`config.mk`:
```
export PLATFORM = sky130hd
export DESIGN_NAME = mem_wb_stage
export DESIGN_NICKNAME = d
export VERILOG_FILES = /design/src/rtl/mem_wb_stage.sv
export SDC_FILE = /design/constraint.sdc
export NUM_CORES = 1
export LEC_CHECK = 0
export BUFFER_PORTS_ARGS = -buffer_cell sky130_fd_sc_hd__buf_4
export CAP_MARGIN = 25
export CORE_AREA = 5 5 133 135
export DETAILED_ROUTE_END_ITERATION = 12
export DIE_AREA = 0 0 138 140
export SLEW_MARGIN = 40
export SYNTH_ARGS = -nofsm -noshare
export SYNTH_HDL_FRONTEND = slang
export SYNTH_SLANG_ARGS = --single-unit
export TNS_END_PERCENT = 50
```
`constraint.sdc`:
```
create_clock -name clk -period 2.7 [get_ports clk]
set_clock_uncertainty 0.2 [all_clocks]
set_input_delay 0.405 -clock clk [delete_from_list [all_inputs] [get_ports clk]]
set_output_delay 0.405 -clock clk [all_outputs]
set_load 0.02 [all_outputs]
```
`src/rtl/mem_wb_stage.sv`:
```
// MEM/WB pipeline register and writeback stage.
// Captures the Memory-stage control/data into the W register. Applies load
// extension to the raw DM word and selects the register-file write data.
// All outputs are driven from the W register only. No M-to-W combinational path.
// Optional: define WB_TRACE_EN to print a writeback trace line per GRF write.
// Only DW = 32 is supported; the load-extension slices assume a 32-bit word.
module mem_wb_stage #(
  parameter int unsigned DW = 32,
  parameter int unsigned AW = 5
) (
  input  logic          clk,
  input  logic          reset,
  input  logic          en,
  input  logic          flush,
  input  logic          RegWriteM2,
  input  logic [1:0]    MemtoRegM2,
  input  logic [2:0]    LoadopM2,
  input  logic [DW-1:0] RDM,
  input  logic [DW-1:0] ALUoutM2,
  input  logic [DW-1:0] PC_4M2,
  input  logic [1:0]    TnewM2,
  input  logic [AW-1:0] AwriteM2,
  output logic          RegWriteW,
  output logic [AW-1:0] AwriteW,
  output logic [DW-1:0] ResultW,
  output logic [1:0]    TnewW,
  output logic [DW-1:0] PC_4W
);

  // Result-select encodings
  localparam logic [1:0] SelAlu  = 2'b00;
  localparam logic [1:0] SelLoad = 2'b01;
  localparam logic [1:0] SelLink = 2'b10;

  // Load-type encodings; anything else behaves as lw
  localparam logic [2:0] LdWord = 3'b000;
  localparam logic [2:0] LdBu   = 3'b001;
  localparam logic [2:0] LdB    = 3'b010;
  localparam logic [2:0] LdHu   = 3'b011;
  localparam logic [2:0] LdH    = 3'b100;

  // W register fields
  logic          regWriteQ;
  logic [1:0]    memtoRegQ;
  logic [2:0]    loadopQ;
  logic [DW-1:0] rdQ;
  logic [DW-1:0] aluOutQ;
  logic [DW-1:0] pc4Q;
  logic [1:0]    tnewQ;
  logic [AW-1:0] awriteQ;

  logic [1:0]    tnewDec;
  logic [1:0]    byteAddr;
  logic [7:0]    byteSel;
  logic [15:0]   halfSel;
  logic [DW-1:0] loadData;
  logic          writeValid;

  // Tnew counts down by one per stage, saturating at zero
  always_comb begin
    tnewDec = 2'd0;
    if (TnewM2 != 2'd0) begin
      tnewDec = TnewM2 - 2'd1;
    end
  end

  // W register: async reset, then flush, then hold, then capture
  always_ff @(posedge clk or negedge reset) begin
    if (!reset) begin
      regWriteQ <= 1'b0;
      memtoRegQ <= 2'b00;
      loadopQ   <= 3'b000;
      rdQ       <= '0;
      aluOutQ   <= '0;
      pc4Q      <= '0;
      tnewQ     <= 2'd0;
      awriteQ   <= '0;
    end else if (flush) begin
      regWriteQ <= 1'b0;
      memtoRegQ <= 2'b00;
      loadopQ   <= 3'b000;
      rdQ       <= '0;
      aluOutQ   <= '0;
      pc4Q      <= '0;
      tnewQ     <= 2'd0;
      awriteQ   <= '0;
    end else if (en) begin
      regWriteQ <= RegWriteM2;
      memtoRegQ <= MemtoRegM2;
      loadopQ   <= LoadopM2;
      rdQ       <= RDM;
      aluOutQ   <= ALUoutM2;
      pc4Q      <= PC_4M2;
      tnewQ     <= tnewDec;
      awriteQ   <= AwriteM2;
    end
  end

  // Little-endian byte and halfword lane selection from the stored address
  always_comb begin
    byteAddr = aluOutQ[1:0];
    byteSel  = rdQ[7:0];
    unique case (byteAddr)
      2'd0: byteSel = rdQ[7:0];
      2'd1: byteSel = rdQ[15:8];
      2'd2: byteSel = rdQ[23:16];
      2'd3: byteSel = rdQ[31:24];
      default: byteSel = rdQ[7:0];
    endcase
    halfSel = byteAddr[1] ? rdQ[31:16] : rdQ[15:0];
  end

  // Load extension; lw ignores the address and no alignment check is made
  always_comb begin
    loadData = rdQ;
    case (loadopQ)
      LdWord:  loadData = rdQ;
      LdBu:    loadData = {24'h000000, byteSel};
      LdB:     loadData = {{24{byteSel[7]}}, byteSel};
      LdHu:    loadData = {16'h0000, halfSel};
      LdH:     loadData = {{16{halfSel[15]}}, halfSel};
      default: loadData = rdQ;
    endcase
  end

  // Writeback data select; link address is PC+8, wrapping at 32 bits
  always_comb begin
    ResultW = aluOutQ;
    case (memtoRegQ)
      SelAlu:  ResultW = aluOutQ;
      SelLoad: ResultW = loadData;
      SelLink: ResultW = pc4Q + DW'(4);
      default: ResultW = aluOutQ;
    endcase
  end

  // A write to $0 is suppressed here so downstream forwarding never sees it
  always_comb begin
    writeValid = regWriteQ && (awriteQ != '0);
    RegWriteW  = writeValid;
    AwriteW    = writeValid ? awriteQ : '0;
    TnewW      = tnewQ;
    PC_4W      = pc4Q;
  end

`ifdef WB_TRACE_EN
  // Simulation trace of every architectural register write
  always @(posedge clk) begin
    if (reset && RegWriteW) begin
      $display("@%h: $%d <= %h", PC_4W - DW'(4), AwriteW, ResultW);
    end
  end
`endif

endmodule

```
==> results of run 1 <==
-- per-stage QoR --
| stage | power, W | TNS, ns | area [µm²] | cells | utilization |
|---|---|---|---|---|---|
| floorplan | 0.00234 | -0.0340 | 6350 | 665 | - |
| global placement | 0.00282 | -0.0530 | 8290 | 1079 | 0.507 |
| detailed placement | 0.00283 | -0.0669 | 8290 | 1079 | 0.507 |
| CTS | 0.00430 | -3.16 | 9110 | 1113 | 0.557 |
| global route | 0.00456 | -5.53 | 9500 | 1125 | 0.581 |
| finish | 0.00436 | -3.00 | 9500 | 1125 | 0.581 |
-- worst reg2reg max path, delay by kind of cell, from the launching register on --
kind,cells,cell delay [ns]
flops,1,0.41
mux,1,0.14
buf+inv,3,0.53
simple gates,1,0.05
-- area by class of cell --
type / instances / area (µm²) / share of cell area
Timing Repair Buffer: 272 / 2240 / 0.236
Inverter: 10 / 46.3 / 0.00487
Multi-Input combinational cell: 498 / 3910 / 0.411
Clock buffer: 10 / 229 / 0.0241
Tap cell: 220 / 275 / 0.0290
Sequential cell: 109 / 2730 / 0.288
Clock inverter: 6 / 70.1 / 0.00738
-- power by group --
group          switching [W]  internal [W]
clock network       0.000632      0.000729
registers          0.0000979       0.00172
logic               0.000619      0.000562
total                0.00135       0.00301
-- cell families after synthesis --
group                    after synthesis
AND/OR/NAND/NOR                      245
multiplexers                         119
flip-flops                           109
AO/OA/AOI/OAI                        102
buffers and inverters                 58
XOR/XNOR                              29
adder cells (fa/ha/maj)                3
-- cell usage in the layout (no fill, tap or decap), types with 5 or more instances in the layout --
cell type	synthesis	final
nand3_1	12	11
o211ai_1	6	6
nand2_1	25	22
buf_4	0	241
xnor2_1	16	12
nor3_2	0	5
clkbuf_16	0	9
a22oi_1	13	9
o21a_1	6	6
a21oi_1	14	11
o21ai_1	3	8
o221ai_4	0	5
xor2_1	13	13
buf_6	3	20
nor2_1	147	142
nand4_1	8	8
buf_12	0	7
dfrtp_1	109	105
o221ai_2	0	9
a2bb2oi_2	3	5
inv_1	10	7
o21ai_2	1	5
mux2i_1	118	115
and2_1	5	5
-- worst max path at each step --
stage / startpoint / endpoint / slack, ns / depth (start not counted)
final: PC_4W[3]$_DFFE_PN0P_ / ResultW[31] / -0.18 / 7
after global placement: PC_4W[5]$_DFFE_PN0P_ / ResultW[31] / -0.05 / 7
after detailed placement: PC_4W[5]$_DFFE_PN0P_ / ResultW[31] / -0.07 / 7
after CTS: aluOutQ[1]$_DFFE_PN0P_ / ResultW[24] / -0.20 / 6
after global routing: PC_4W[3]$_DFFE_PN0P_ / ResultW[31] / -0.29 / 7
after floorplan: PC_4W[2]$_DFFE_PN0P_ / ResultW[20] / -0.03 / 7
-- metal layers --
metal	up-vias	part of all wire	global-route usage	routed length, µm
li1	2824	-	-	-
met1	2919	0.42	0.301	9590
met2	217	0.50	0.383	11300
met3	43	0.054	0.0429	1220
met4	0	0.025	0.0608	575
met5	-	0	0	0
-- sequential cells by signal, summed over array words and instances, names as in the netlist --
register and count:
regWriteQ 1, aluOutQ 32, PC_4W 32, TnewW 2, memtoRegQ 2, awriteQ 5, loadopQ 3, rdQ 32
-- repair_timing --
item | 4_1_cts | 5_1_grt
setup buffers | 15 | 12
hold buffers | 1 | 0
pin swaps | 26 | 21
endpoints found under the hold margin | 31 | 0
endpoints found under the setup margin | 32 | 32
cloned | 2 | 0
resized for setup | 77 | 56
-- cell usage after synthesis, types with 7 or more instances --
library cell	n	area, µm²
o221ai_1	14	123
xnor2_1	16	140
nand4_1	8	50.1
a22oi_1	13	97.6
dfrtp_1	109	2730
buf_2	7	35.0
nor3_1	9	45.0
nor2_1	147	552
xor2_1	13	114
nand3_1	12	60.1
inv_1	10	37.5
nand2_1	25	93.8
mux2i_1	118	1180
a21oi_1	14	70.1
clkbuf_1	34	128
o21ai_0	14	70.1
==> impl_metrics.py, run 1 <==
metrics = {
    "logic_synthesis": {
        "synth_area_um2": 6350,
        "synth_top_family_by_area": "multiplexers",
        "synth_xor_xnor_area_share": 0.0400,
        "synth-compound-area-share": 0.119,
        "synthCells": 665,
        "synth_flop_cell": "dfrtp_1",
        "async_flop_share": 1.00,
        "yosys_register_bits": 109,
        "yosys.area_share.adder": 0.00591,
        "ys_warn_count": 0,
        "synth-edff-count": 0,
        "synthesis.nets": 781,
        "yosys.area_share.simple": 0.177,
        "ys_seq_area_frac": 0.429,
        "ys_types": 56,
        "synthMuxAreaShare": 0.190,
        "syn_avg_cell_area_um2": 9.55,
    },
    "critical_path": {
        "rr_endpoint": "aluOutQ[1]$_DFFE_PN0P_",
        "rr_startpoint": "aluOutQ[1]$_DFFE_PN0P_",
        "r2r_slack_ns": 1.26,
        "path_cells": "nand4_1 -> or3_4 -> nor4_4 -> buf_4 -> xnor2_2 -> o211ai_1 -> buf_4",
        "startpoint_type": "register",
        "end_kind": "output port",
        "cpPeakStageDelay_ns": 0.44,
        "cp_slowest_cell": "or3_4",
        "r2r_cells": 5,
        "cp_num_buf_inv": 2,
        "cp.required_ns": 2.10,
        "path_delay_family": "simple AND/OR/NAND/NOR gates",
        "crit_path_max_fanout": 4,
        "worstPathArrival_ns": 2.28,
        "cp_common_cell": "buf_4",
        "critical_path_class": "register to output port",
    },
    "clock_tree": {
        "clock_latency_ns": 0.36,
        "cts_made_buffers": 9,
        "ctsLongestPathBuffers": 2,
        "cts_sinks": 109,
        "cts_tree": "done",
        "clk_pin_slew_worst_paths_ns": 0.07,
        "root_buffer": "clkbuf_16",
        "htree_levels": 3,
    },
    "timing": {
        "timing.final.hold_violations": 0,
        "setup_ws_ns": -0.182,
        "worst_pin_slew_ns": 0.537,
        "whs_ns": 0.0853,
        "period_share": 1.07,
        "timing.fmax_ghz": 0.347,
        "relSlewSlack": 0.642,
        "grt_setup_unrepaired": "true",
        "period_minus_slack_ns": 2.88,
        "maxSlewViolCount": 0,
        "setup_violations": 28,
    },
    "finish": {
        "drive_gt1_frac": 0.412,
        "antennaDiodeCount": 0,
        "fillers": 1440,
        "area_growth_pct": 49.5,
        "fin_nets": 1016,
    },
    "routing": {
        "avgRoutedWirePerCell_um": 20.1,
        "dr.pass1.iters": 6,
        "ant_nets": 0,
        "drtIter0Drc": 465,
        "drc": 0,
        "via_per_inst": 5.34,
        "routed_wl_um": 22700,
        "num_vias": 6003,
    },
    "global_route": {
        "grt_pass1_vias": 6210,
        "gr-usage-all-layers": 0.227,
        "grt_pass1_wl_um": 35000,
        "antenna_found_initial": 0,
        "grt_max_degree": 47,
        "gr-total-overflow": 0,
    },
    "die": {
        "die_y_um": 140,
        "die_w_um": 138,
        "fp.dieArea_um2": 19300,
        "core_um2": 16300,
        "row_count": 47,
        "io_pins": 185,
        "start_util": 0.388,
    },
    "hold_path": {
        "whs_path_depth": 3,
        "hold_path_end": "PC_4W[5]$_DFFE_PN0P_",
        "hold_path.class": "primary input to register",
        "min_from": "PC_4M2[5]",
    },
    "power": {
        "power_leakage_nw": 4.51,
        "cellPowerDensity_nw_per_um2": 459,
        "irDropWorstVdd_uv": 319,
    },
    "place": {
        "io_buffers": 184,
        "pre_cts_slack_ns": -0.0669,
        "place_congestion": 0.921,
        "dp_hpwl_um": 16900,
    },
    "flow_run": {
        "max_cap_viol_count": 0,
    },
    "run_status": {
        "outcome": "finished, violations left",
        "violations": "negative setup slack",
    },
}
No activity file was read; power rests on OpenSTA's default activity.
==> run 2: changes to the inputs <==
--- a/config.mk
+++ b/config.mk
@@ -10,6 +10,7 @@
 export CORE_AREA = 5 5 133 135
 export DETAILED_ROUTE_END_ITERATION = 12
 export DIE_AREA = 0 0 138 140
+export PLACE_DENSITY = 0.65
 export SLEW_MARGIN = 40
 export SYNTH_ARGS = -nofsm -noshare
 export SYNTH_HDL_FRONTEND = slang
==> constraint.sdc (replaced) <==
create_clock -name clk -period 2.3 [get_ports clk]
set_clock_uncertainty 0.2 [all_clocks]
set_input_delay 0.345 -clock clk [delete_from_list [all_inputs] [get_ports clk]]
set_output_delay 0.345 -clock clk [all_outputs]
set_load 0.02 [all_outputs]
==> run 2 against run 1 <==
  * The flow still finishes with violations (negative setup slack)
  * Sequential power rose by 17%
  * Worst setup slack got worse by 0.32 ns
  * Register-to-register slack worse by 0.26 ns
  * First-iteration DRC count shrank 25%
  * Global-route usage shrank 0.79 points
  * Combinational power up 16%
==> impl_metrics.py, run 2 (synthesis gave the netlist of run 1 again) <==
metrics = {
    "run_status": {
        "outcome": "finished, violations left",
        "violations": "negative setup slack",
    },
    "timing": {
        "maxSlewViolCount": 0,
        "grt_setup_unrepaired": "true",
        "relSlewSlack": 0.680,
        "period_share": 1.22,
        "worst_pin_slew_ns": 0.481,
        "setup_ws_ns": -0.501,
        "timing.fmax_ghz": 0.357,
        "whs_ns": 0.0172,
        "setup_violations": 32,
        "setup_tns_ns": -12.55,
        "timing.final.hold_violations": 0,
        "period_minus_slack_ns": 2.80,
    },
    "place": {
        "dp_cells": 1118,
        "io_buffers": 184,
        "place_congestion": 0.927,
        "dp_hpwl_um": 16800,
    },
    "global_route": {
        "grt_pass1_wl_um": 33800,
        "gr-usage-all-layers": 0.219,
        "grt_pass1_vias": 6075,
        "grt_max_degree": 53,
        "antenna_found_initial": 0,
        "gr-total-overflow": 0,
    },
    "finish": {
        "fin_cells": 1147,
        "drive_gt1_frac": 0.439,
        "layout_common_cells": "buf_4 (271), nor2_1 (141), mux2i_1 (118)",
        "layout_commonest_cell": "buf_4",
        "antennaDiodeCount": 0,
        "fillers": 1467,
        "fin_nets": 1038,
        "area_growth_pct": 50.7,
    },
    "clock_tree": {
        "root_buffer": "clkbuf_16",
        "htree_levels": 3,
        "cts_made_buffers": 9,
        "cts_sinks": 109,
        "clk_pin_slew_worst_paths_ns": 0.08,
        "clock_latency_ns": 0.36,
        "ctsLongestPathBuffers": 2,
        "cts_tree": "done",
    },
    "hold_path": {
        "whs_path_depth": 3,
        "hold_path.class": "primary input to register",
    },
    "routing": {
        "drc": 0,
        "ant_nets": 0,
        "avgRoutedWirePerCell_um": 18.9,
        "via_per_inst": 5.21,
        "num_vias": 5979,
        "drtIter0Drc": 347,
        "routed_wl_um": 21700,
        "dr.pass1.iters": 5,
    },
    "power": {
        "power_leakage_nw": 4.57,
        "irDropWorstVdd_uv": 356,
        "intPower_w": 0.00346,
        "seqPwrFrac": 0.423,
        "pwr-share-clk": 0.306,
        "switching_share": 0.312,
        "p_switching_w": 0.00157,
        "cellPowerDensity_nw_per_um2": 527,
        "p_comb_frac": 0.272,
    },
    "die": {
        "row_count": 47,
        "core_um2": 16300,
        "die_w_um": 138,
        "die_y_um": 140,
        "fp.dieArea_um2": 19300,
        "start_util": 0.388,
        "io_pins": 185,
    },
    "critical_path": {
        "path_cells": "mux4_2 -> o211a_4 -> o21ai_4 -> buf_12 -> a2bb2oi_2 -> o21ai_1 -> buf_4",
        "critical_path_class": "register to output port",
        "r2r_cells": 4,
        "end_kind": "output port",
        "cp.required_ns": 1.75,
        "cpPeakStageDelay_ns": 0.52,
        "worstPathArrival_ns": 2.26,
        "crit_path_max_fanout": 10,
        "startpoint_type": "register",
        "cp_slowest_cell": "mux4_2",
    },
    "flow_run": {
        "max_cap_viol_count": 0,
    },
}
## run 2: cell types whose count changed in the layout (fill, tap and decap cells not counted), moves of 3 or more
cell     before  now
buf_4       241  271
dfrtp_1     105   90
dfrtp_2       4   19
buf_6        20   11
mux2i_1     115  118
xnor2_1      12   15
xnor2_2       3    0
## run 2: area by class of cell
cell class / instances / area, µm² / share of cell area
Clock buffer: 11 / 243 / 0.0254
Clock inverter: 5 / 42.5 / 0.00445
Inverter: 10 / 37.5 / 0.00392
Multi-Input combinational cell: 498 / 3840 / 0.401
Sequential cell: 109 / 2750 / 0.288
Tap cell: 220 / 275 / 0.0288
Timing Repair Buffer: 294 / 2380 / 0.249
## run 2: critical path: cells and delay by family, from the launching register on
kind            cells  cell delay (ns)
buf+inv             2             0.32
compound gates      4             0.66
mux                 1             0.52
flops               1             0.38
## run 2: power by group through the flow
stage               sequential [W]  combinational, W  clock (W)
floorplan                  0.00218          0.000581          0
global placement           0.00216           0.00124          0
detailed placement         0.00216           0.00125          0
CTS                        0.00212           0.00130    0.00159
global route               0.00214           0.00147    0.00164
finish                     0.00213           0.00137    0.00154
## run 2: stage by stage
stage | area, µm² | total power [W] | worst slack [ns] | utilization
2_1_floorplan | 6460 | 0.00277 | -0.106 | -
3_3_place_gp | 8740 | 0.00340 | -0.111 | 0.535
3_5_place_dp | 8740 | 0.00340 | -0.143 | 0.535
4_1_cts | 9250 | 0.00502 | -0.548 | 0.566
5_1_grt | 9570 | 0.00526 | -0.564 | 0.585
6_report | 9570 | 0.00504 | -0.501 | 0.585
## run 2: worst paths after layout
| check | start | to | slack [ns] |
|---|---|---|---|
| setup / recovery | aluOutQ[1]$_DFFE_PN0P_ | ResultW[16] | -0.50 |
| max in group asynchronous | reset | aluOutQ[14]$_DFFE_PN0P_ | 1.01 |
| hold / removal | RDM[3] | rdQ[3]$_DFFE_PN0P_ | 0.02 |
| setup reg to reg | aluOutQ[1]$_DFFE_PN0P_ | aluOutQ[1]$_DFFE_PN0P_ | 1.00 |
| hold reg to reg | aluOutQ[14]$_DFFE_PN0P_ | aluOutQ[14]$_DFFE_PN0P_ | 0.33 |
| min in group asynchronous | reset | rdQ[3]$_DFFE_PN0P_ | 0.27 |
## run 2: repair_timing
item                                    4_1_cts  5_1_grt
endpoints found under the hold margin        28        0
cloned                                        0        2
endpoints found under the setup margin       32       32
setup buffers                                 1        9
gates resized for setup                      38       49
pin swaps                                     8       21
hold buffers                                  1        0
## run 2: routing by layer
layer  share of wire  vias to the layer above  track usage
met4           0.023                        0       0.0702
met2            0.49                      172        0.364
met5               0                        -            0
met1            0.44                     2907        0.291
met3           0.045                       33       0.0399
li1                -                     2867            -
==> run 3: changes to the inputs <==
--- a/config.mk
+++ b/config.mk
@@ -5,12 +5,11 @@
 export SDC_FILE = /design/constraint.sdc
 export NUM_CORES = 1
 export LEC_CHECK = 0
-export BUFFER_PORTS_ARGS = -buffer_cell sky130_fd_sc_hd__buf_4
+export BUFFER_PORTS_ARGS = -buffer_cell sky130_fd_sc_hd__buf_2
 export CAP_MARGIN = 25
 export CORE_AREA = 5 5 133 135
 export DETAILED_ROUTE_END_ITERATION = 12
 export DIE_AREA = 0 0 138 140
-export PLACE_DENSITY = 0.65
 export SLEW_MARGIN = 40
 export SYNTH_ARGS = -nofsm -noshare
 export SYNTH_HDL_FRONTEND = slang
==> constraint.sdc (replaced) <==
create_clock -name clk -period 3.5 [get_ports clk]
set_clock_uncertainty 0.2 [all_clocks]
set_input_delay 0.525 -clock clk [delete_from_list [all_inputs] [get_ports clk]]
set_output_delay 0.525 -clock clk [all_outputs]
set_load 0.02 [all_outputs]
==> run 3 against run 2 <==
  * The run now ends clean
  * Die area unchanged
  * Sequential share of layout area increased by 6.0 points
  * Register-to-register slack improved by 1.2 ns
  * Flip-flop and latch count unchanged
  * Critical path type unchanged
  * Largest power group unchanged
==> impl_metrics.py, run 3 (synthesis gave the netlist of run 1 again) <==
metrics = {
    "run_status": {
        "outcome": "completed",
    },
    "global_route": {
        "grt_pass1_wl_um": 32000,
        "antenna_found_initial": 0,
        "grt-busiest-layer": "met2",
        "grt_max_degree": 110,
        "use_met1": 0.287,
        "gr-usage-all-layers": 0.208,
        "gr-total-overflow": 0,
        "grt_pass1_vias": 5686,
        "grtUsageMet2": 0.329,
        "grt.met3_usage": 0.0286,
    },
    "routing": {
        "routed_wl_um": 20800,
        "avgRoutedWirePerCell_um": 19.7,
        "drc": 0,
        "dr.pass1.iters": 6,
        "drtIter0Drc": 454,
        "ant_nets": 0,
        "via_per_inst": 5.38,
        "num_vias": 5676,
    },
    "place": {
        "place_congestion": 0.889,
        "io_buffers": 184,
        "dp_cells": 1040,
        "dp_hpwl_um": 15600,
    },
    "critical_path": {
        "startpoint_type": "register",
        "path_cells": "nand3_1 -> or3_1 -> nor4_1 -> xnor2_1 -> o211ai_1 -> buf_2",
        "crit_path_max_fanout": 8,
        "cp.required_ns": 2.77,
        "critical_path_class": "register to output port",
        "cpPeakStageDelay_ns": 0.51,
        "end_kind": "output port",
        "cp_slowest_cell": "or3_1",
        "worstPathArrival_ns": 2.63,
    },
    "clock_tree": {
        "clock_latency_ns": 0.36,
        "htree_levels": 3,
        "cts_made_buffers": 9,
        "ctsLongestPathBuffers": 2,
        "ctsHoldBuffers": 0,
        "cts_sinks": 109,
        "clk_pin_slew_worst_paths_ns": 0.08,
        "cts_tree": "done",
        "root_buffer": "clkbuf_16",
    },
    "timing": {
        "maxSlewViolCount": 0,
        "period_minus_slack_ns": 3.36,
        "setup_tns_ns": 0,
        "worst_pin_slew_ns": 0.752,
        "timing.final.hold_violations": 0,
        "timing.fmax_ghz": 0.298,
        "grt_setup_unrepaired": "false",
        "relSlewSlack": 0.499,
        "setup_violations": 0,
        "period_share": 0.960,
    },
    "power": {
        "pwr-share-clk": 0.340,
        "p_comb_frac": 0.206,
        "switching_share": 0.312,
        "seqPwrFrac": 0.454,
        "intPower_w": 0.00215,
        "cellPowerDensity_nw_per_um2": 398,
        "power_leakage_nw": 3.93,
        "p_switching_w": 0.000972,
        "irDropWorstVdd_uv": 246,
    },
    "die": {
        "die_w_um": 138,
        "start_util": 0.388,
        "core_um2": 16300,
        "row_count": 47,
        "die_y_um": 140,
        "fp.dieArea_um2": 19300,
        "io_pins": 185,
    },
    "finish": {
        "layout_commonest_cell": "buf_2",
        "fin_nets": 947,
        "drive_gt1_frac": 0.276,
        "layout_common_cells": "buf_2 (181), nor2_1 (147), mux2i_1 (118)",
        "antennaDiodeCount": 0,
        "area_growth_pct": 23.4,
        "fin_cells": 1056,
        "fillers": 1635,
    },
    "flow_run": {
        "max_cap_viol_count": 0,
    },
    "hold_path": {
        "hold_path.class": "primary input to asynchronous set/reset pin",
    },
}
==> run 3: layer usage <==
| metal | share of wire | up-vias |
|---|---|---|
| met1 | 0.44 | 2744 |
| met2 | 0.47 | 209 |
| met3 | 0.049 | 43 |
| met4 | 0.035 | 0 |
| met5 | 0 | - |
| li1 | - | 2680 |
==> run 3: area by class of cell <==
class / count / area (µm²) / area share
repair buffers: 203 / 1110 / 0.141
clock inverters: 6 / 72.6 / 0.00926
flip-flops and latches: 109 / 2730 / 0.348
well taps: 220 / 275 / 0.0351
inverters: 10 / 37.5 / 0.00479
clock buffers: 10 / 229 / 0.0292
multi-input cells: 498 / 3390 / 0.432
==> run 3: power by group through the flow <==
stage | clock, W | combinational, W | sequential, W
floorplan | 0 | 0.000373 | 0.00143
global route | 0.00113 | 0.000698 | 0.00142
finish | 0.00106 | 0.000641 | 0.00142
detailed placement | 0 | 0.000642 | 0.00144
CTS | 0.00108 | 0.000644 | 0.00141
global placement | 0 | 0.000641 | 0.00144
==> run 3: final timing paths <==
| path | cells after the start | startpoint | slack (ns) | end |
|---|---|---|---|---|
| max | 6 | PC_4W[7]$_DFFE_PN0P_ | 0.14 | ResultW[31] |
| min | 1 | reset | 0.03 | rdQ[25]$_DFFE_PN0P_ |
| max reg2reg | 3 | loadopQ[2]$_DFFE_PN0P_ | 2.17 | loadopQ[2]$_DFFE_PN0P_ |
| min reg2reg | 2 | aluOutQ[14]$_DFFE_PN0P_ | 0.33 | aluOutQ[14]$_DFFE_PN0P_ |
| max in group asynchronous | 2 | reset | 2.34 | awriteQ[3]$_DFFE_PN0P_ |
| min in group clk | 3 | PC_4M2[21] | 0.20 | PC_4W[21]$_DFFE_PN0P_ |
==> run 3: metrics by stage <==
step | power [W] | util | worst slack, ns | hold WS (ns) | area [µm²]
after detailed placement | 0.00208 | 0.460 | 0.446 | 0.305 | 7530
after global placement | 0.00208 | 0.460 | 0.514 | 0.304 | 7520
final | 0.00312 | 0.479 | 0.141 | 0.0267 | 7840
after global routing | 0.00325 | 0.479 | 0.0426 | 0.0926 | 7840
after CTS | 0.00314 | 0.479 | 0.0509 | 0.0507 | 7830
after floorplan | 0.00180 | - | 0.570 | 0.0294 | 6350
==> run 3: repair_timing <==
| action | in CTS | in global routing |
|---|---|---|
| gates resized for setup | 0 | 1 |
| endpoints found under the setup margin | 0 | 2 |
| setup buffers | 0 | 0 |
==> run 3: worst max-delay path, delay by kind of cell, from the launching register on <==
kind	cells	cell delay, ns
XOR/XNOR	1	0.12
AND/OR/NAND/NOR	3	1.22
AO/OA/AOI/OAI	1	0.26
flip-flops	1	0.45
buffers and inverters	1	0.22
